--- config.mk ---
export PLATFORM = sky130hd
export DESIGN_NAME = game_clock_scheduler_flat
export DESIGN_NICKNAME = d
export VERILOG_FILES = /design/src/rtl/game_clock_scheduler_if.sv /design/src/rtl/game_clock_scheduler.sv /design/src/flat_wrapper.sv
export SDC_FILE = /design/constraint.sdc
export NUM_CORES = 1
export LEC_CHECK = 0
export CAP_MARGIN = 5
export CORE_UTILIZATION = 41
export CTS_CLUSTER_SIZE = 24
export DETAILED_ROUTE_END_ITERATION = 6
export GPL_TIMING_DRIVEN = 1
export PLACE_DENSITY = 0.71
export SETUP_SLACK_MARGIN = 0.1
export SLEW_MARGIN = 5
export SYNTH_ARGS = -nofsm -noshare
export SYNTH_HDL_FRONTEND = slang
export SYNTH_SLANG_ARGS = --single-unit
--- constraint.sdc ---
create_clock -name Clk -period 3.1 [get_ports Clk]
set_input_delay 0.62 -clock Clk [delete_from_list [all_inputs] [get_ports Clk]]
set_output_delay 0.62 -clock Clk [all_outputs]
set_load 0.005 [all_outputs]
--- src/rtl/game_clock_scheduler_if.sv ---
// game_clock_scheduler_if
//   Bundles the signals exchanged between the game clock scheduler and the
//   game-state FSM. The scheduler uses the slave modport. The FSM (or a
//   testbench) uses the master modport.
//   FSM -> scheduler : Start, Ack, pause, prof_ack, quiz_done
//   scheduler -> FSM : minutes[7:0], min_tick, professor, quiz_timeout,
//                      time_up, q_IDLE/q_RUN/q_PROF_PEND/q_QUIZ/q_DONE
interface game_clock_scheduler_if;
  logic       Start;
  logic       Ack;
  logic       pause;
  logic       prof_ack;
  logic       quiz_done;
  logic [7:0] minutes;
  logic       min_tick;
  logic       professor;
  logic       quiz_timeout;
  logic       time_up;
  logic       q_IDLE;
  logic       q_RUN;
  logic       q_PROF_PEND;
  logic       q_QUIZ;
  logic       q_DONE;

  modport master (
    output Start, Ack, pause, prof_ack, quiz_done,
    input  minutes, min_tick, professor, quiz_timeout, time_up,
    input  q_IDLE, q_RUN, q_PROF_PEND, q_QUIZ, q_DONE
  );

  modport slave (
    input  Start, Ack, pause, prof_ack, quiz_done,
    output minutes, min_tick, professor, quiz_timeout, time_up,
    output q_IDLE, q_RUN, q_PROF_PEND, q_QUIZ, q_DONE
  );
endinterface

--- src/rtl/game_clock_scheduler.sv ---
// game_clock_scheduler
//   Owns game time. It divides Clk into game minutes and schedules professor
//   (quiz) events for the game-state FSM. A quiz deadline is enforced once
//   the FSM acknowledges a professor event.
//   Clk     : system clock, rising edge
//   Reset_n : asynchronous active-low reset
//   bus     : slave side of game_clock_scheduler_if (control inputs from the
//             FSM; minutes, pulses, levels and one-hot state decodes back)
//   All outputs are registered.
module game_clock_scheduler #(
  parameter int unsigned TICKS_PER_MIN = 100_000_000,
  parameter int unsigned MAX_TIME      = 120,
  parameter int unsigned PROF_PERIOD   = 16,
  parameter int unsigned QUIZ_WINDOW   = 10
) (
  input  logic                  Clk,
  input  logic                  Reset_n,
  game_clock_scheduler_if.slave bus
);

  localparam int unsigned PW  = $clog2(TICKS_PER_MIN);
  localparam int unsigned PCW = (PROF_PERIOD > 1) ? $clog2(PROF_PERIOD) : 1;

  localparam logic [PW-1:0]  PRESC_LAST = PW'(TICKS_PER_MIN - 1);
  localparam logic [PCW-1:0] PROF_LAST  = PCW'(PROF_PERIOD - 1);
  localparam logic [7:0]     MAX_MIN    = 8'(MAX_TIME);
  localparam logic [8:0]     QWIN       = 9'(QUIZ_WINDOW);

  typedef enum logic [2:0] {
    S_IDLE,
    S_RUN,
    S_PROF_PEND,
    S_QUIZ,
    S_DONE
  } state_e;

  state_e         state_q, state_d;
  logic [PW-1:0]  presc_q, presc_d;
  logic [7:0]     minutes_q, minutes_d;
  logic [PCW-1:0] prof_cnt_q, prof_cnt_d;
  logic [8:0]     deadline_q, deadline_d;
  logic           min_tick_q, min_tick_d;
  logic           quiz_timeout_q, quiz_timeout_d;
  logic           professor_q, professor_d;
  logic           time_up_q, time_up_d;
  logic           q_idle_q, q_idle_d;
  logic           q_run_q, q_run_d;
  logic           q_prof_q, q_prof_d;
  logic           q_quiz_q, q_quiz_d;
  logic           q_done_q, q_done_d;

  logic counting;
  logic wrap;
  logic at_max;
  logic expired;

  assign counting = (state_q inside {S_RUN, S_PROF_PEND, S_QUIZ}) && !bus.pause;
  assign wrap     = counting && (presc_q == PRESC_LAST);
  assign at_max   = (minutes_q >= MAX_MIN);
  assign expired  = ({1'b0, minutes_q} >= deadline_q);

  // State register
  always_ff @(posedge Clk or negedge Reset_n) begin
    if (!Reset_n) begin
      state_q <= S_IDLE;
    end else begin
      state_q <= state_d;
    end
  end

  // Next-state logic
  always_comb begin
    state_d = state_q;
    unique case (state_q)
      S_IDLE:      if (bus.Start) state_d = S_RUN;
      S_RUN: begin
        if (at_max)                                 state_d = S_DONE;
        else if (wrap && (prof_cnt_q == PROF_LAST)) state_d = S_PROF_PEND;
      end
      S_PROF_PEND: begin
        if (bus.prof_ack) state_d = S_QUIZ;
        else if (at_max)  state_d = S_DONE;
      end
      S_QUIZ:      if (bus.quiz_done || expired) state_d = S_RUN;
      S_DONE:      if (bus.Ack) state_d = S_IDLE;
      default:     state_d = S_IDLE;
    endcase
  end

  // Datapath next values (prescaler, minutes, schedule counter, deadline)
  always_comb begin
    presc_d        = presc_q;
    minutes_d      = minutes_q;
    prof_cnt_d     = prof_cnt_q;
    deadline_d     = deadline_q;
    min_tick_d     = wrap;
    quiz_timeout_d = (state_q == S_QUIZ) && !bus.quiz_done && expired;

    if (counting) begin
      presc_d = wrap ? '0 : presc_q + 1'b1;
    end
    if (wrap && (minutes_q != '1)) begin
      minutes_d = minutes_q + 1'b1;
    end

    if (state_q == S_RUN) begin
      if (state_d == S_PROF_PEND) begin
        prof_cnt_d = '0;
      end else if (state_d == S_RUN && wrap) begin
        prof_cnt_d = prof_cnt_q + 1'b1;
      end
    end
    if (state_q == S_QUIZ && state_d == S_RUN) begin
      prof_cnt_d = '0;
    end
    if (state_q == S_PROF_PEND && state_d == S_QUIZ) begin
      deadline_d = {1'b0, minutes_q} + QWIN;
    end

    // Covers both holding counters in IDLE and clearing minutes on entry.
    if (state_d == S_IDLE) begin
      presc_d    = '0;
      minutes_d  = '0;
      prof_cnt_d = '0;
      deadline_d = '0;
      min_tick_d = 1'b0;
    end
  end

  // Output logic, decoded from the next state so the registers track state_q
  always_comb begin
    professor_d = (state_d == S_PROF_PEND);
    time_up_d   = (state_d == S_DONE);
    q_idle_d    = (state_d == S_IDLE);
    q_run_d     = (state_d == S_RUN);
    q_prof_d    = (state_d == S_PROF_PEND);
    q_quiz_d    = (state_d == S_QUIZ);
    q_done_d    = (state_d == S_DONE);
  end

  always_ff @(posedge Clk or negedge Reset_n) begin
    if (!Reset_n) begin
      presc_q        <= '0;
      minutes_q      <= '0;
      prof_cnt_q     <= '0;
      deadline_q     <= '0;
      min_tick_q     <= 1'b0;
      quiz_timeout_q <= 1'b0;
      professor_q    <= 1'b0;
      time_up_q      <= 1'b0;
      q_idle_q       <= 1'b1;
      q_run_q        <= 1'b0;
      q_prof_q       <= 1'b0;
      q_quiz_q       <= 1'b0;
      q_done_q       <= 1'b0;
    end else begin
      presc_q        <= presc_d;
      minutes_q      <= minutes_d;
      prof_cnt_q     <= prof_cnt_d;
      deadline_q     <= deadline_d;
      min_tick_q     <= min_tick_d;
      quiz_timeout_q <= quiz_timeout_d;
      professor_q    <= professor_d;
      time_up_q      <= time_up_d;
      q_idle_q       <= q_idle_d;
      q_run_q        <= q_run_d;
      q_prof_q       <= q_prof_d;
      q_quiz_q       <= q_quiz_d;
      q_done_q       <= q_done_d;
    end
  end

  assign bus.minutes      = minutes_q;
  assign bus.min_tick     = min_tick_q;
  assign bus.professor    = professor_q;
  assign bus.quiz_timeout = quiz_timeout_q;
  assign bus.time_up      = time_up_q;
  assign bus.q_IDLE       = q_idle_q;
  assign bus.q_RUN        = q_run_q;
  assign bus.q_PROF_PEND  = q_prof_q;
  assign bus.q_QUIZ       = q_quiz_q;
  assign bus.q_DONE       = q_done_q;

endmodule

--- src/flat_wrapper.sv ---
// flat-port wrapper written by rule: the top's interface ports become plain ports
module game_clock_scheduler_flat 
#(
  parameter int unsigned TICKS_PER_MIN = 100_000_000,
  parameter int unsigned MAX_TIME      = 120,
  parameter int unsigned PROF_PERIOD   = 16,
  parameter int unsigned QUIZ_WINDOW   = 10
)
  (Clk, Reset_n, bus_Start, bus_Ack, bus_pause, bus_prof_ack, bus_quiz_done, bus_minutes, bus_min_tick, bus_professor, bus_quiz_timeout, bus_time_up, bus_q_IDLE, bus_q_RUN, bus_q_PROF_PEND, bus_q_QUIZ, bus_q_DONE);
  game_clock_scheduler_if bus_i ();
  input  logic Clk;
  input  logic Reset_n;
  input wire logic [$bits(bus_i.Start)-1:0] bus_Start;
  input wire logic [$bits(bus_i.Ack)-1:0] bus_Ack;
  input wire logic [$bits(bus_i.pause)-1:0] bus_pause;
  input wire logic [$bits(bus_i.prof_ack)-1:0] bus_prof_ack;
  input wire logic [$bits(bus_i.quiz_done)-1:0] bus_quiz_done;
  output wire logic [$bits(bus_i.minutes)-1:0] bus_minutes;
  output wire logic [$bits(bus_i.min_tick)-1:0] bus_min_tick;
  output wire logic [$bits(bus_i.professor)-1:0] bus_professor;
  output wire logic [$bits(bus_i.quiz_timeout)-1:0] bus_quiz_timeout;
  output wire logic [$bits(bus_i.time_up)-1:0] bus_time_up;
  output wire logic [$bits(bus_i.q_IDLE)-1:0] bus_q_IDLE;
  output wire logic [$bits(bus_i.q_RUN)-1:0] bus_q_RUN;
  output wire logic [$bits(bus_i.q_PROF_PEND)-1:0] bus_q_PROF_PEND;
  output wire logic [$bits(bus_i.q_QUIZ)-1:0] bus_q_QUIZ;
  output wire logic [$bits(bus_i.q_DONE)-1:0] bus_q_DONE;
  assign bus_i.Start = bus_Start;
  assign bus_i.Ack = bus_Ack;
  assign bus_i.pause = bus_pause;
  assign bus_i.prof_ack = bus_prof_ack;
  assign bus_i.quiz_done = bus_quiz_done;
  assign bus_minutes = bus_i.minutes;
  assign bus_min_tick = bus_i.min_tick;
  assign bus_professor = bus_i.professor;
  assign bus_quiz_timeout = bus_i.quiz_timeout;
  assign bus_time_up = bus_i.time_up;
  assign bus_q_IDLE = bus_i.q_IDLE;
  assign bus_q_RUN = bus_i.q_RUN;
  assign bus_q_PROF_PEND = bus_i.q_PROF_PEND;
  assign bus_q_QUIZ = bus_i.q_QUIZ;
  assign bus_q_DONE = bus_i.q_DONE;
  game_clock_scheduler #(.TICKS_PER_MIN(TICKS_PER_MIN), .MAX_TIME(MAX_TIME), .PROF_PERIOD(PROF_PERIOD), .QUIZ_WINDOW(QUIZ_WINDOW)) u_core (.Clk(Clk), .Reset_n(Reset_n), .bus(bus_i));
endmodule
==> results of run 1 <==
## placed cells by master, fill, tap and decap left out, types with 13 or more instances in the layout
master,n
nor2_1,31
inv_1,15
nand3_1,25
clkdlybuf4s50_1,22
a21oi_1,36
nand2_1,20
ha_1,13
o21ai_0,38
dfrtp_1,57
buf_4,13
## per-stage QoR
stage	hold slack, ns	utilization [%]	cell area [um2]
floorplan	0.324	-	3390
global placement	0.482	47.9	3760
detailed placement	0.496	47.9	3760
CTS	0.435	50.4	3950
global route	0.452	50.4	3950
finish	0.408	50.4	3950
## report_power, final
group,switching (mW),leakage (nW),internal (mW),total [mW]
Sequential,0.0356,0.792,0.794,0.830
Clock,0.303,0.0941,0.385,0.688
Combinational,0.129,0.707,0.0747,0.204
Total,0.468,1.59,1.25,1.72
## state kept, by name, summed over array words and instances, names as in the netlist
signal                   count
u_core.bus.min_tick          1
u_core.bus.minutes           8
u_core.prof_cnt_q            4
u_core.state_q               3
u_core.bus.time_up           1
u_core.deadline_q            9
u_core.bus.q_IDLE            1
u_core.presc_q              27
u_core.bus.quiz_timeout      1
u_core.bus.q_QUIZ            1
u_core.bus.q_RUN             1
u_core.bus.professor         1
## path summary, 6_finish.rpt
| kind | end | slack, ns | depth (start not counted) |
|---|---|---|---|
| max | u_core.bus.minutes[6] | 0.36 | 7 |
| min | u_core.deadline_q[4] | 0.41 | 1 |
| max reg2reg | u_core.bus.minutes[6] | 0.36 | 7 |
| min reg2reg | u_core.deadline_q[4] | 0.50 | 2 |
| max in group asynchronous | u_core.presc_q[2] | 1.94 | 2 |
| min in group Clk | u_core.deadline_q[4] | 0.50 | 2 |
## cell type report
| class | instances | area share [%] |
|---|---|---|
| timing repair buffer | 36 | 8.17 |
| clock inverter | 5 | 1.39 |
| clock buffer | 10 | 3.48 |
| tap | 102 | 3.23 |
| inverter | 15 | 1.42 |
| multi-input combinational | 287 | 45.6 |
| sequential | 58 | 36.8 |
## routing by layer
metal | vias up | routed length [um] | part of all wire (%)
li1 | 1450 | - | -
met1 | 1487 | 3660 | 46
met2 | 87 | 3800 | 48
met3 | 8 | 413 | 5.2
met4 | 0 | 74 | 0.93
met5 | - | 0 | 0
## cells by family (layout without fill, tap and decap cells)
group	after synthesis	count (layout)	synth area share (%)
simple gates	160	160	27.0
compound gates	97	97	16.5
flops	58	58	42.8
buf+inv	36	66	4.42
xor+xnor	14	14	3.61
fa+ha+maj	13	13	4.79
mux	3	3	0.885
==> results.py, run 1 <==
metrics = {
    "final_layout": {
        "fillers": 765,
        "nets": 427,
        "layoutNonFillerInstCount": 513,
        "regArea_mm2": 0.00145,
        "diodes": 0,
        "multiInputGateArea_mm2": 0.00180,
        "syn_to_final_growth_pct": 16.4,
        "final_layout_size_suffix_gt1_share_pct": 10.5,
    },
    "pwr": {
        "ir_drop_mv": 0.284,
        "power_density_mw_per_mm2": 436,
        "leakage_nw": 1.59,
        "p_total_mw": 1.72,
    },
    "global_routing": {
        "antenna_found_initial": 0,
        "met3_usage_pct": 5.45,
        "grt_busiest_layer": "met2",
        "met2_usage_pct": 33.6,
        "grt_pass1_wl_um": 13800,
        "grt_pass1_vias": 2899,
        "met1_usage_pct": 25.8,
        "globalRouteOverflowTotal": 0,
        "grt_max_degree": 42,
        "grtUsageTotal_pct": 20.2,
    },
    "yosys": {
        "synth_area_mm2": 0.00339,
        "ys.flop_type": "dfrtp_1",
        "avgSynthCellArea_um2": 8.91,
        "syn_nets": 401,
        "synth_top_area_share_pct": 42.0,
        "ys_seq_elements": 58,
        "async_flop_share_pct": 100,
        "synthCells": 381,
        "synth-seq-area-share_pct": 42.8,
        "yosys.cell_types.count": 51,
        "synth_edf_count": 0,
        "yosys.area.top_type": "dfrtp_1",
        "synth.most_common_cell": "dfrtp_1",
        "synthTopCellsByArea": "dfrtp_1 42%, o21ai_0 5.6%, a21oi_1 5.3%, ha_1 4.8%, nand3_1 3.7%",
        "ys_top_cells_by_count": "57 x dfrtp_1, 38 x o21ai_0, 36 x a21oi_1",
        "ys_warn_count": 0,
    },
    "cts": {
        "cts_made_buffers": 9,
        "insertion_delay_ns": 0.34,
        "post-cts-setup-buffers": 0,
        "hold_buffers": 0,
        "cts.repair.resized": 0,
        "root_buffer": "clkbuf_8",
        "cts.path.max_buffers": 2,
        "tritoncts": "yes",
        "cts.sinks": 58,
        "clkTransAtPathRegs_ns": 0.07,
        "htreeDepth": 3,
    },
    "status": {
        "outcome": "complete, no violations",
    },
    "setup_path": {
        "crit_path_start_kind": "flip-flop",
        "endpoint_kind": "flip-flop",
        "path_class": "flip-flop to flip-flop",
        "crit_family": "simple AND/OR/NAND/NOR gates",
        "crit_buf_inv": 0,
        "cp.required_ns": 3.37,
        "critPathArrivalTime_ns": 3.00,
        "slowest_delay_ns": 0.61,
        "crit_fanout": 4,
        "reg2reg_from": "u_core.presc_q[0]",
        "crit_path_top_delay_cell": "or4_4",
        "path_cells": "ha_1 -> nand3_1 -> or4_4 -> or3_1 -> or4_4 -> or3_1 -> a21oi_1",
        "critical_path.startpoint": "u_core.presc_q[0]",
    },
    "die": {
        "core_mm2": 0.00785,
        "rows": 32,
        "fp.dieW_um": 93.0,
        "num_io_pins": 24,
        "start_util_pct": 43.3,
        "die_h_um": 93.0,
        "die-area_mm2": 0.00865,
    },
    "place": {
        "gp_congestion": 0.854,
        "pre_cts_ws_ns": 0.207,
        "dp_hpwl_um": 5420,
        "dp_cells": 498,
        "numPortBuffers": 23,
    },
    "drt": {
        "finalWirelength_um": 7940,
        "firstDrtPassIters": 5,
        "routedWlPerCell_um": 15.5,
        "drt_iter0_drc": 228,
        "ant_nets": 0,
        "viasPerCell": 5.91,
        "drc": 0,
        "via_count": 3032,
    },
    "sta": {
        "hold_viol": 0,
        "fin_tns_setup_ns": 0,
        "layout_min_cycle_time_ns": 2.74,
        "slew_violations": 0,
        "setup_ws_ns": 0.364,
        "slew_headroom_pct": 38.5,
        "fin_skew_ns": 0.00785,
        "fin_crit_sh_pct": 88.3,
        "max_slew.worst_pin.slew_ns": 0.922,
        "clock.fmax_mhz": 366,
        "finalSetupViolCount": 0,
        "rsz0062_at_grt": "false",
    },
    "job": {
        "drv_cap": 0,
    },
    "hold_path": {
        "holdCritPathClass": "primary input to async pin",
    },
}
(Power assumes the default switching activity.)
==> run 2, diff against run 1 <==
--- a/config.mk
+++ b/config.mk
@@ -12,7 +12,6 @@
 export GPL_TIMING_DRIVEN = 1
 export PLACE_DENSITY = 0.71
 export SETUP_SLACK_MARGIN = 0.1
-export SLEW_MARGIN = 5
 export SYNTH_ARGS = -nofsm -noshare
 export SYNTH_HDL_FRONTEND = slang
 export SYNTH_SLANG_ARGS = --single-unit
==> results of run 2 <==
Same layout as run 1: the final DEF is identical, and so are final timing and power.
==> run 3, diff against run 2 <==
--- a/config.mk
+++ b/config.mk
@@ -11,6 +11,7 @@
 export DETAILED_ROUTE_END_ITERATION = 6
 export GPL_TIMING_DRIVEN = 1
 export PLACE_DENSITY = 0.71
+export RECOVER_POWER = 50
 export SETUP_SLACK_MARGIN = 0.1
 export SYNTH_ARGS = -nofsm -noshare
 export SYNTH_HDL_FRONTEND = slang
==> constraint.sdc (replaced) <==
create_clock -name Clk -period 2.7 [get_ports Clk]
set_input_delay 0.54 -clock Clk [delete_from_list [all_inputs] [get_ports Clk]]
set_output_delay 0.54 -clock Clk [all_outputs]
set_load 0.005 [all_outputs]
==> run 3 against run 2 <==
  * The run now ends with capacitance limit, slew limit left
  * Non-clock buffer count is 13 higher
  * Sequential cell count is the same
  * Final cell count rose by 2.7%
  * Clock power increased by 17%
  * Clock skew is 0.0024 ns higher
  * Sequential share of layout area decreased by 0.91 points
==> results.py, run 3 (synthesis results as in run 1) <==
metrics = {
    "sta": {
        "slew_headroom_pct": -6.51,
        "fin_skew_ns": 0.0102,
        "layout_min_cycle_time_ns": 2.57,
        "rsz0062_at_grt": "true",
        "fin_hold_ws_ns": 0.509,
        "clock.fmax_mhz": 388,
        "finalSetupViolCount": 0,
        "fin_crit_sh_pct": 95.3,
        "slew_violations": 29,
        "hold_viol": 0,
        "max_slew.worst_pin.slew_ns": 1.60,
    },
    "setup_path": {
        "critPathArrivalTime_ns": 2.85,
        "crit_path_start_kind": "flip-flop",
        "crit_path_top_delay_cell": "or4_4",
        "critical_path.startpoint": "u_core.presc_q[10]",
        "endpoint_kind": "flip-flop",
        "path_class": "flip-flop to flip-flop",
        "reg2reg_from": "u_core.presc_q[10]",
        "cp.required_ns": 2.98,
        "crit_fanout": 3,
        "slowest_delay_ns": 0.60,
        "path_cells": "nand4b_1 -> or4_4 -> or3_1 -> or4_4 -> or3_1 -> a21oi_1",
    },
    "drt": {
        "viasPerCell": 5.86,
        "drt_iter0_drc": 131,
        "via_count": 3090,
        "finalWirelength_um": 8300,
        "drc": 0,
        "routedWlPerCell_um": 15.8,
        "ant_nets": 0,
        "firstDrtPassIters": 4,
    },
    "pwr": {
        "p_sw_share_pct": 27.8,
        "p_switching_mw": 0.561,
        "p_seq_share_pct": 47.4,
        "clockPowerShare_pct": 40.0,
        "power_density_mw_per_mm2": 497,
        "leakage_nw": 1.67,
        "ir_drop_mv": 0.384,
        "p_comb_share_pct": 12.6,
        "p_int_mw": 1.46,
    },
    "cts": {
        "hold_buffers": 0,
        "htreeDepth": 3,
        "clkTransAtPathRegs_ns": 0.07,
        "root_buffer": "clkbuf_8",
        "tritoncts": "yes",
        "insertion_delay_ns": 0.35,
        "cts.path.max_buffers": 2,
        "cts.sinks": 58,
        "cts_made_buffers": 9,
    },
    "place": {
        "dpl-instance-area_mm2": 0.00385,
        "numPortBuffers": 23,
        "gp_congestion": 0.859,
        "dp_hpwl_um": 5680,
    },
    "global_routing": {
        "globalRouteOverflowTotal": 0,
        "grt_pass1_wl_um": 14100,
        "grtUsageTotal_pct": 20.9,
        "grt_pass1_vias": 2906,
        "antenna_found_initial": 0,
        "grt_max_degree": 37,
    },
    "final_layout": {
        "fillers": 748,
        "largest_reg_flops": 27,
        "stdcell_area_mm2": 0.00406,
        "regArea_mm2": 0.00146,
        "mostFrequentLayoutCell": "dfrtp_1",
        "multiInputGateArea_mm2": 0.00181,
        "final_layout_size_suffix_gt1_share_pct": 13.9,
        "nets": 440,
        "final_cell_mix": "55 x dfrtp_1, 37 x o21ai_0, 36 x a21oi_1, 31 x nor2_1",
        "syn_to_final_growth_pct": 19.6,
        "top_register": "u_core.presc_q",
        "diodes": 0,
    },
    "die": {
        "num_io_pins": 24,
        "die-area_mm2": 0.00865,
        "fp.dieW_um": 93.0,
        "core_mm2": 0.00785,
        "die_h_um": 93.0,
        "start_util_pct": 43.3,
        "rows": 32,
    },
    "hold_path": {
        "worstHoldStart": "u_core.deadline_q[2]",
        "holdCritPathClass": "flip-flop to flip-flop",
    },
    "status": {
        "violations": "capacitance limit, slew limit",
        "outcome": "finished, violations left",
    },
    "job": {
        "drv_cap": 1,
    },
}
run 3: cell types whose count changed in the layout (fill, tap and decap cells not counted), sizes merged:
cell           before  now
buf                14   24
clkbuf             10   14
clkdlybuf4s50      22   16
clkinv              2    4
clkinvlp            2    0
dlygate4sd3         0    6
run 3: critical path: cells and delay by family, from the launching register on:
family | cells | cell delay [ns]
compound gates | 1 | 0.12
flops | 1 | 0.37
simple gates | 5 | 2.01
run 3: what timing repair did:
action                                  CTS  global route
endpoints found under the setup margin    0             3
setup buffers                             0             2
resized for setup                         0             4
endpoints found under the hold margin     0             0
run 3: layout make-up:
type / instances / share of cell area (%)
Clock buffer: 11 / 3.48
Inverter: 15 / 1.39
Clock inverter: 5 / 1.33
Timing Repair Buffer: 49 / 10.2
Tap cell: 102 / 3.14
Sequential cell: 58 / 35.8
Multi-Input combinational cell: 287 / 44.7
run 3: worst paths after layout:
check	slack [ns]	cells after the start	end
min in group asynchronous	0.57	1	u_core.deadline_q[1]
hold / removal	0.51	2	u_core.deadline_q[2]
hold reg to reg	0.51	2	u_core.deadline_q[2]
setup reg to reg	0.13	6	u_core.bus.minutes[6]
max in group asynchronous	0.70	2	u_core.presc_q[4]
setup / recovery	0.13	6	u_core.bus.minutes[6]
run 3: per-layer routing:
metal	share of wire (%)	vias to the layer above	track usage [%]	wire (um)
li1	-	1477	-	-
met1	46	1530	26.3	3820
met2	49	74	34.9	4060
met3	4.3	9	5.45	353
met4	0.87	0	7.18	72
met5	0	-	0	0
run 3: through the flow:
stage,TNS (ns),std cells,setup WS [ns],util (%),power [mW]
3_5_place_dp,-0.282,509,-0.102,49.1,1.22
2_1_floorplan,0,381,0.0750,-,1.11
5_1_grt,0,527,0.0560,51.7,2.12
3_3_place_gp,-0.248,509,-0.0968,49.1,1.21
6_report,0,527,0.126,51.7,2.02
4_1_cts,0,525,0.101,51.5,2.03
run 3: power by group through the flow:
stage | registers (mW) | logic, mW | clock network (mW)
after floorplan | 0.962 | 0.147 | 0
after global placement | 0.970 | 0.236 | 0
after detailed placement | 0.972 | 0.246 | 0
after CTS | 0.956 | 0.246 | 0.829
after global routing | 0.962 | 0.286 | 0.873
final | 0.957 | 0.254 | 0.808
